**src/rtl/snoopy_bus_arbiter.sv**
```systemverilog
// Round-robin owner arbiter for the shared snoopy bus, with one idle turnaround cycle between owners.
// Define SNOOPY_BUS_ARBITER_TIMEOUT_EN to forcibly revoke an owner after MAX_HOLD_CYCLES granted cycles.
module snoopy_bus_arbiter #(
  parameter int NUMBER_OF_REQUESTERS = 4,
  parameter int MAX_HOLD_CYCLES      = 64
) (
  input  logic                                    clock,
  input  logic                                    reset,
  input  logic [NUMBER_OF_REQUESTERS-1:0]         request,
  output logic [NUMBER_OF_REQUESTERS-1:0]         grant,
  output logic [$clog2(NUMBER_OF_REQUESTERS)-1:0] grantedIndex,
  output logic                                    busy,
  output logic                                    timeout
);

  localparam int IDX_W = $clog2(NUMBER_OF_REQUESTERS);

  if (NUMBER_OF_REQUESTERS < 2 || NUMBER_OF_REQUESTERS > 16) begin : g_bad_n
    $error("NUMBER_OF_REQUESTERS must be in 2..16");
  end
  if (MAX_HOLD_CYCLES < 2) begin : g_bad_hold
    $error("MAX_HOLD_CYCLES must be >= 2");
  end

  typedef enum logic [1:0] {IDLE, GRANTED, RELEASE} state_t;

  state_t                            r_state;
  logic [NUMBER_OF_REQUESTERS-1:0]   r_grant;
  logic [IDX_W-1:0]                  r_grantedIndex;
  logic [IDX_W-1:0]                  r_lastWinner;
  logic                              r_busy;

  logic                              w_any;
  logic                              w_hiFound;
  logic [IDX_W-1:0]                  w_hiIdx;
  logic [IDX_W-1:0]                  w_loIdx;
  logic [IDX_W-1:0]                  w_winner;
  logic [NUMBER_OF_REQUESTERS-1:0]   w_winnerOneHot;

  // Lowest requester above lastWinner wins; otherwise wrap to the lowest at or below it.
  always_comb begin
    w_hiFound = 1'b0;
    w_hiIdx   = '0;
    w_loIdx   = '0;
    for (int i = NUMBER_OF_REQUESTERS - 1; i >= 0; i--) begin
      if (request[i]) begin
        if (i > int'(r_lastWinner)) begin
          w_hiFound = 1'b1;
          w_hiIdx   = IDX_W'(i);
        end else begin
          w_loIdx = IDX_W'(i);
        end
      end
    end
    w_winner       = w_hiFound ? w_hiIdx : w_loIdx;
    w_any          = |request;
    w_winnerOneHot = {{(NUMBER_OF_REQUESTERS-1){1'b0}}, 1'b1} << w_winner;
  end

`ifdef SNOOPY_BUS_ARBITER_TIMEOUT_EN
  localparam int HOLD_W = $clog2(MAX_HOLD_CYCLES);
  logic [HOLD_W-1:0] r_holdCount;
  logic              r_timeout;
  assign timeout = r_timeout;
`else
  assign timeout = 1'b0;
`endif

  always_ff @(posedge clock) begin
    if (reset) begin
      r_state        <= IDLE;
      r_grant        <= '0;
      r_grantedIndex <= '0;
      r_busy         <= 1'b0;
      r_lastWinner   <= IDX_W'(NUMBER_OF_REQUESTERS - 1);
`ifdef SNOOPY_BUS_ARBITER_TIMEOUT_EN
      r_holdCount    <= '0;
      r_timeout      <= 1'b0;
`endif
    end else begin
`ifdef SNOOPY_BUS_ARBITER_TIMEOUT_EN
      r_timeout <= 1'b0;
`endif
      case (r_state)
        IDLE, RELEASE: begin
          if (w_any) begin
            r_state        <= GRANTED;
            r_grant        <= w_winnerOneHot;
            r_grantedIndex <= w_winner;
            r_busy         <= 1'b1;
            r_lastWinner   <= w_winner;
`ifdef SNOOPY_BUS_ARBITER_TIMEOUT_EN
            r_holdCount    <= '0;
`endif
          end else begin
            r_state <= IDLE;
          end
        end
        GRANTED: begin
          if (!request[r_grantedIndex]) begin
            r_state        <= RELEASE;
            r_grant        <= '0;
            r_grantedIndex <= '0;
            r_busy         <= 1'b0;
          end
`ifdef SNOOPY_BUS_ARBITER_TIMEOUT_EN
          else if (r_holdCount == HOLD_W'(MAX_HOLD_CYCLES - 1)) begin
            r_state        <= RELEASE;
            r_grant        <= '0;
            r_grantedIndex <= '0;
            r_busy         <= 1'b0;
            r_timeout      <= 1'b1;
          end else begin
            r_holdCount <= r_holdCount + 1'b1;
          end
`endif
        end
        default: begin
          r_state        <= IDLE;
          r_grant        <= '0;
          r_grantedIndex <= '0;
          r_busy         <= 1'b0;
        end
      endcase
    end
  end

  assign grant        = r_grant;
  assign grantedIndex = r_grantedIndex;
  assign busy         = r_busy;

endmodule

```
**config.mk**
```make
export PLATFORM = sky130hd
export DESIGN_NAME = snoopy_bus_arbiter
export DESIGN_NICKNAME = d
export VERILOG_FILES = /design/src/rtl/snoopy_bus_arbiter.sv
export SDC_FILE = /design/constraint.sdc
export NUM_CORES = 1
export LEC_CHECK = 0
export CAP_MARGIN = 25
export CORE_AREA = 2 2 39 41
export CTS_BUF_LIST = sky130_fd_sc_hd__clkbuf_8
export DETAILED_ROUTE_END_ITERATION = 16
export DIE_AREA = 0 0 41 43
export GPL_ROUTABILITY_DRIVEN = 0
export GPL_TIMING_DRIVEN = 0
export PLACE_DENSITY_LB_ADDON = 0.1
export SETUP_SLACK_MARGIN = 0.5
export SYNTH_ARGS = -nofsm -noshare
export SYNTH_HDL_FRONTEND = slang
export SYNTH_SLANG_ARGS = --single-unit
```
**constraint.sdc**
```tcl
create_clock -name clock -period 1.68 [get_ports clock]
set_input_delay 0.336 -clock clock [delete_from_list [all_inputs] [get_ports clock]]
set_output_delay 0.336 -clock clock [all_outputs]
set_load 0.005 [all_outputs]
```
Yosys cells after proc, flatten, opt, wreduce, memory -nomap -nowiden
Cells that the tools add are included.
{ "word_totals": {"regBits": 11, "input_bits": 6, "output_inout_bits": 8, "word_cells": 53} }
{ "op_classes": {"n_lt_le_gt_ge": 4, "n_eq_ne": 4, "shifts": 1, "muxes": 34, "reduce_logical": 5} }
{ "op_table": {"columns": ["op", "n"], "rows": [
  ["$mux W2", 17],
  ["$mux W1", 10],
  ["$mux W4", 2],
  ["$pmux W2 S2", 2],
  ["$pmux W4 S2", 1],
  ["$gt A2 B2 Y1 const A", 2],
  ["$ne A2 B2 Y1 const B", 2],
  ["$reduce_and A2 Y1", 2],
  ["$reduce_or A4 Y1", 1],
  ["$shl A1 B2 Y4 const A", 1],
  ["$lt A2 B3 Y1 const B", 1],
  ["$bmux W1 S2", 1],
  ["$eq A2 B1 Y1 const B", 1],
  ["$eq A2 B2 Y1 const B", 1],
  ["$gt A1 B2 Y1 const A", 1],
  ["$logic_not A2 Y1", 1],
  ["$pmux W1 S2", 1],
  ["$reduce_or A2 Y1", 1]
]} }

Logic depth before layout (Yosys ltp)
Gate-level depths: netlist of the first run.
{ "depth": {"depth_word": 12, "mapped_depth": 5, "ltp_nobuf": 4} }

Least setup slack after synthesis of the first run
OpenSTA, ideal clock, no wires.
{ "synth_path": {"path_kind": "register to register", "start": "register r_grantedIndex[0] (netlist: grantedIndex[0])", "end": "register r_grant[0] (netlist: grant[0])", "t_arrival_ns": 1.388, "t_required_ns": 1.563, "slack_ns": 0.175, "path_stages_with_launch": 4, "n_path_buf": 0, "synth_period_minus_slack_ns": 1.505, "path_cell_list": "dfxtp_1 -> mux4_2 -> a22o_4 -> a22o_1"} }
{ "synth_via": {"elab_chain_len": 4} }
{ "synth_lines": {"columns": ["item", "line_no", "source"], "rows": [
  ["start: declaration", "29", "logic [IDX_W-1:0] r_grantedIndex;"],
  ["start signal: assignment", "89", "r_grantedIndex <= w_winner;"],
  ["$bmux W1 S2", "100", "if (!request[r_grantedIndex]) begin"],
  ["$mux W1 (implied by the code)", "100", null],
  ["$ne A2 B2 Y1 (no line)", null, null],
  ["$reduce_and A2 Y1 (no line)", null, null],
  ["end signal: assignment", "88", "r_grant <= w_winnerOneHot;"],
  ["end: declaration", "28", "logic [NUMBER_OF_REQUESTERS-1:0] r_grant;"]
]} }
No other way between the ends. The select of a mux whose other input is x is not followed.
A chain may end at the register's enable or synchronous reset.

Worst setup path in the final report of the first run
{ "layout_path": {"start": "register r_grantedIndex[0] (netlist: grantedIndex[0])", "end": "register r_grant[2] (netlist: grant[2])"} }
Same word-level chain as after synthesis.

==> results of run 1 <==
[through the flow]
step	utilization	setup slack, ns	power, mW	setup TNS, ns	std cells
finish	0.5371	0.1785	0.7221	0	88
global route	0.5371	0.1417	0.7562	0	88
CTS	0.5271	0.1662	0.7259	0	87
detailed placement	0.4684	-0.3733	0.4597	-2.411	83
global placement	0.4684	-0.3639	0.4582	-2.339	83
floorplan	-	0.2212	0.3916	0	55
[power breakdown]
| part | internal [mW] | total [mW] | switching, mW |
|---|---|---|---|
| Clock | 0.160 | 0.254 | 0.0939 |
| Combinational | 0.0847 | 0.157 | 0.0728 |
| Sequential | 0.291 | 0.311 | 0.0200 |
[cells by family (layout without fill, tap and decap cells)]
group                  after synthesis  in the layout  synth area share
AOI/OAI and AO/OA                   13             13            0.2080
muxes                                2              2           0.06516
DFF                                 11             11            0.4411
other                                1              1          0.007512
and+or+nand+nor                     24             24            0.2406
buffers and inverters                4             21           0.03760
[worst reg2reg max path: stages, from the launching register on]
cell and delay (ns):
dfxtp_2 0.34, mux4_2 0.55, a22o_4 0.30, a32o_1 0.21
[state kept, by name (all words and copies together), names as in the netlist]
register	count
busy	1
r_lastWinner	2
grantedIndex	2
grant	4
r_state	2
[final cells by class]
class	count	area (µm²)	area share
clock inverter	1	3.754	0.005051
sequential	11	225.2	0.3030
buffer	2	21.27	0.02862
tap	16	20.02	0.02694
clock buffer	3	41.29	0.05556
inverter	2	7.507	0.01010
multi-input combinational	40	310.3	0.4175
timing repair buffer	13	113.9	0.1532
[worst max-delay path by stage]
stage                     from  cells past startpoint        to  slack [ns]
2_1_floorplan  grantedIndex[0]                      3  grant[0]        0.22
3_3_place_gp        request[3]                      4  grant[0]       -0.36
3_5_place_dp        request[3]                      4  grant[2]       -0.37
4_1_cts        grantedIndex[0]                      3  grant[2]        0.17
5_1_grt        grantedIndex[0]                      3  grant[0]        0.14
6_report       grantedIndex[0]                      3  grant[2]        0.18
[cell usage in the layout (no fill, tap or decap), drive strengths merged, types with 2 or more instances in the layout]
master and n:
dlygate4sd2 6, inv 3, clkbuf 6, nor3 2, dfxtp 11, a22o 2
nand3b 2, a21oi 3, o21ai 2, buf 3, nand2 10, nor2 4
[what timing repair did]
item	CTS	global route
endpoints found under the setup margin	18	12
resized for setup	24	13
setup buffers	0	1
pin swaps	4	6
[layer usage]
layer,vias to the layer above,part of all wire
met5,-,0
met4,0,0.034
met3,5,0.040
met2,8,0.45
met1,212,0.48
li1,229,-
==> run metrics, run 1 <==
status=finished clean; layout cells sized above 1=0.3333; Yosys reg bits=11; Placed Area=648.1 µm²; final setup vio count=0; core area=1384 µm²; initial antenna violation count=0; CP max stage cell=mux4_2; hold-critical path endpoint=busy; routed wire length=1062 µm; top-count cell post-synth=dfxtp_1; Hold Startpoint=busy; synthesized area=499.2 µm²; nets=79; gr usage total=0.1436; CP Launch Type=register; FF-to-FF Start=grantedIndex[0]; fraction of registers with async set/reset=0; Final Critical Period=1.502 ns; gr busiest metal=met1; Lkg Pwr=0.3508 nW; RSZ-0062 raised after global routing=yes; clock tree buffer depth=2; clock-pin slew of the registers on the worst-case setup and hold paths=0.05 ns; ranking of synthesized cells by area=dfxtp_1 44%, nand2_1 7.5%, mux4_2 4.5%; met1 Usage GRT=0.1875; clk_lat worst skew=0.23 ns; CP required=1.80 ns; Synth area leader=dfxtp_1; critical path endpoint category=register; met3 usage=0.04712; crit share post-route=0.8938; clock root buffer=clkbuf_8; gr ovfl total=0; largest net degree at the start of global routing=8; Wirelength per Cell=12.07 µm; CP top delay family=multiplexers; Residual DRC=0; global-route wire length before repair=1621 µm; CTS tree=yes; diode count=0; R2R setup slack=0.18 ns; path type of the worst min-delay path=reg2reg; Cell Chain, Critical Path=mux4_2 > a22o_4 > a32o_1; Worst path max stage delay=0.55 ns; syn avg cell area=9.077 µm²; Yosys cell types=27; # IOs=14; Final Instance Area=743.2 µm²; Setup Skew=0.001529 ns; Buf/Inv on CP=0; Syn Nets=61; 1st-pass router iterations=3; row cnt=14; Buffers on Ports=12; die height=43 µm; Post-synth EDFFs=0; fill count=138; sequential-to-total area share from yosys stat=0.4411; RR Endpoint=grant[2]; maximum vdd drop=760.0 µV; final hold vios=0; Synth Flop Type=dfxtp_1; worst-case reg-to-reg path depth=3; worst hold slack=0.4351 ns; Mapped Cells=55; Avg Vias per Cell=5.159; Yosys Warn Count=0; Routed Antenna Nets=0; die width=41 µm; FMAX=0.6660 GHz; Die Area=1763 µm²; via total after detailed routing=454; drt initial violations=2; vias in the first global route=362; max capacitance violation total=0; Area Overhead vs Synth=48.87%; Hold Path Depth=2; Hold Buf Count CTS=0; Crit path arrival time=1.63 ns; power per cell area=971.6 nW/µm²; hpwl dp=742.1 µm; CTS Buf Count=3; critical path peak fanout=7; Synth top area share=0.4411; clock sink total=11; Initial Utilization=0.3608; kind of critical path=reg2reg; Slew Limit Fails=0; Post-synth top cells=11 x dfxtp_1, 10 x nand2_1, 4 x nor2_1; met2 GRT Util=0.1813; CTS H-tree lvls=1
Power figures use the tool's default switching activity.
==> run 2, diff against run 1 <==
--- a/config.mk
+++ b/config.mk
@@ -5,7 +5,6 @@
 export SDC_FILE = /design/constraint.sdc
 export NUM_CORES = 1
 export LEC_CHECK = 0
-export CAP_MARGIN = 25
 export CORE_AREA = 2 2 39 41
 export CTS_BUF_LIST = sky130_fd_sc_hd__clkbuf_8
 export DETAILED_ROUTE_END_ITERATION = 16
==> results of run 2 <==
The final DEF is identical to that of run 1; final timing and power are the same.
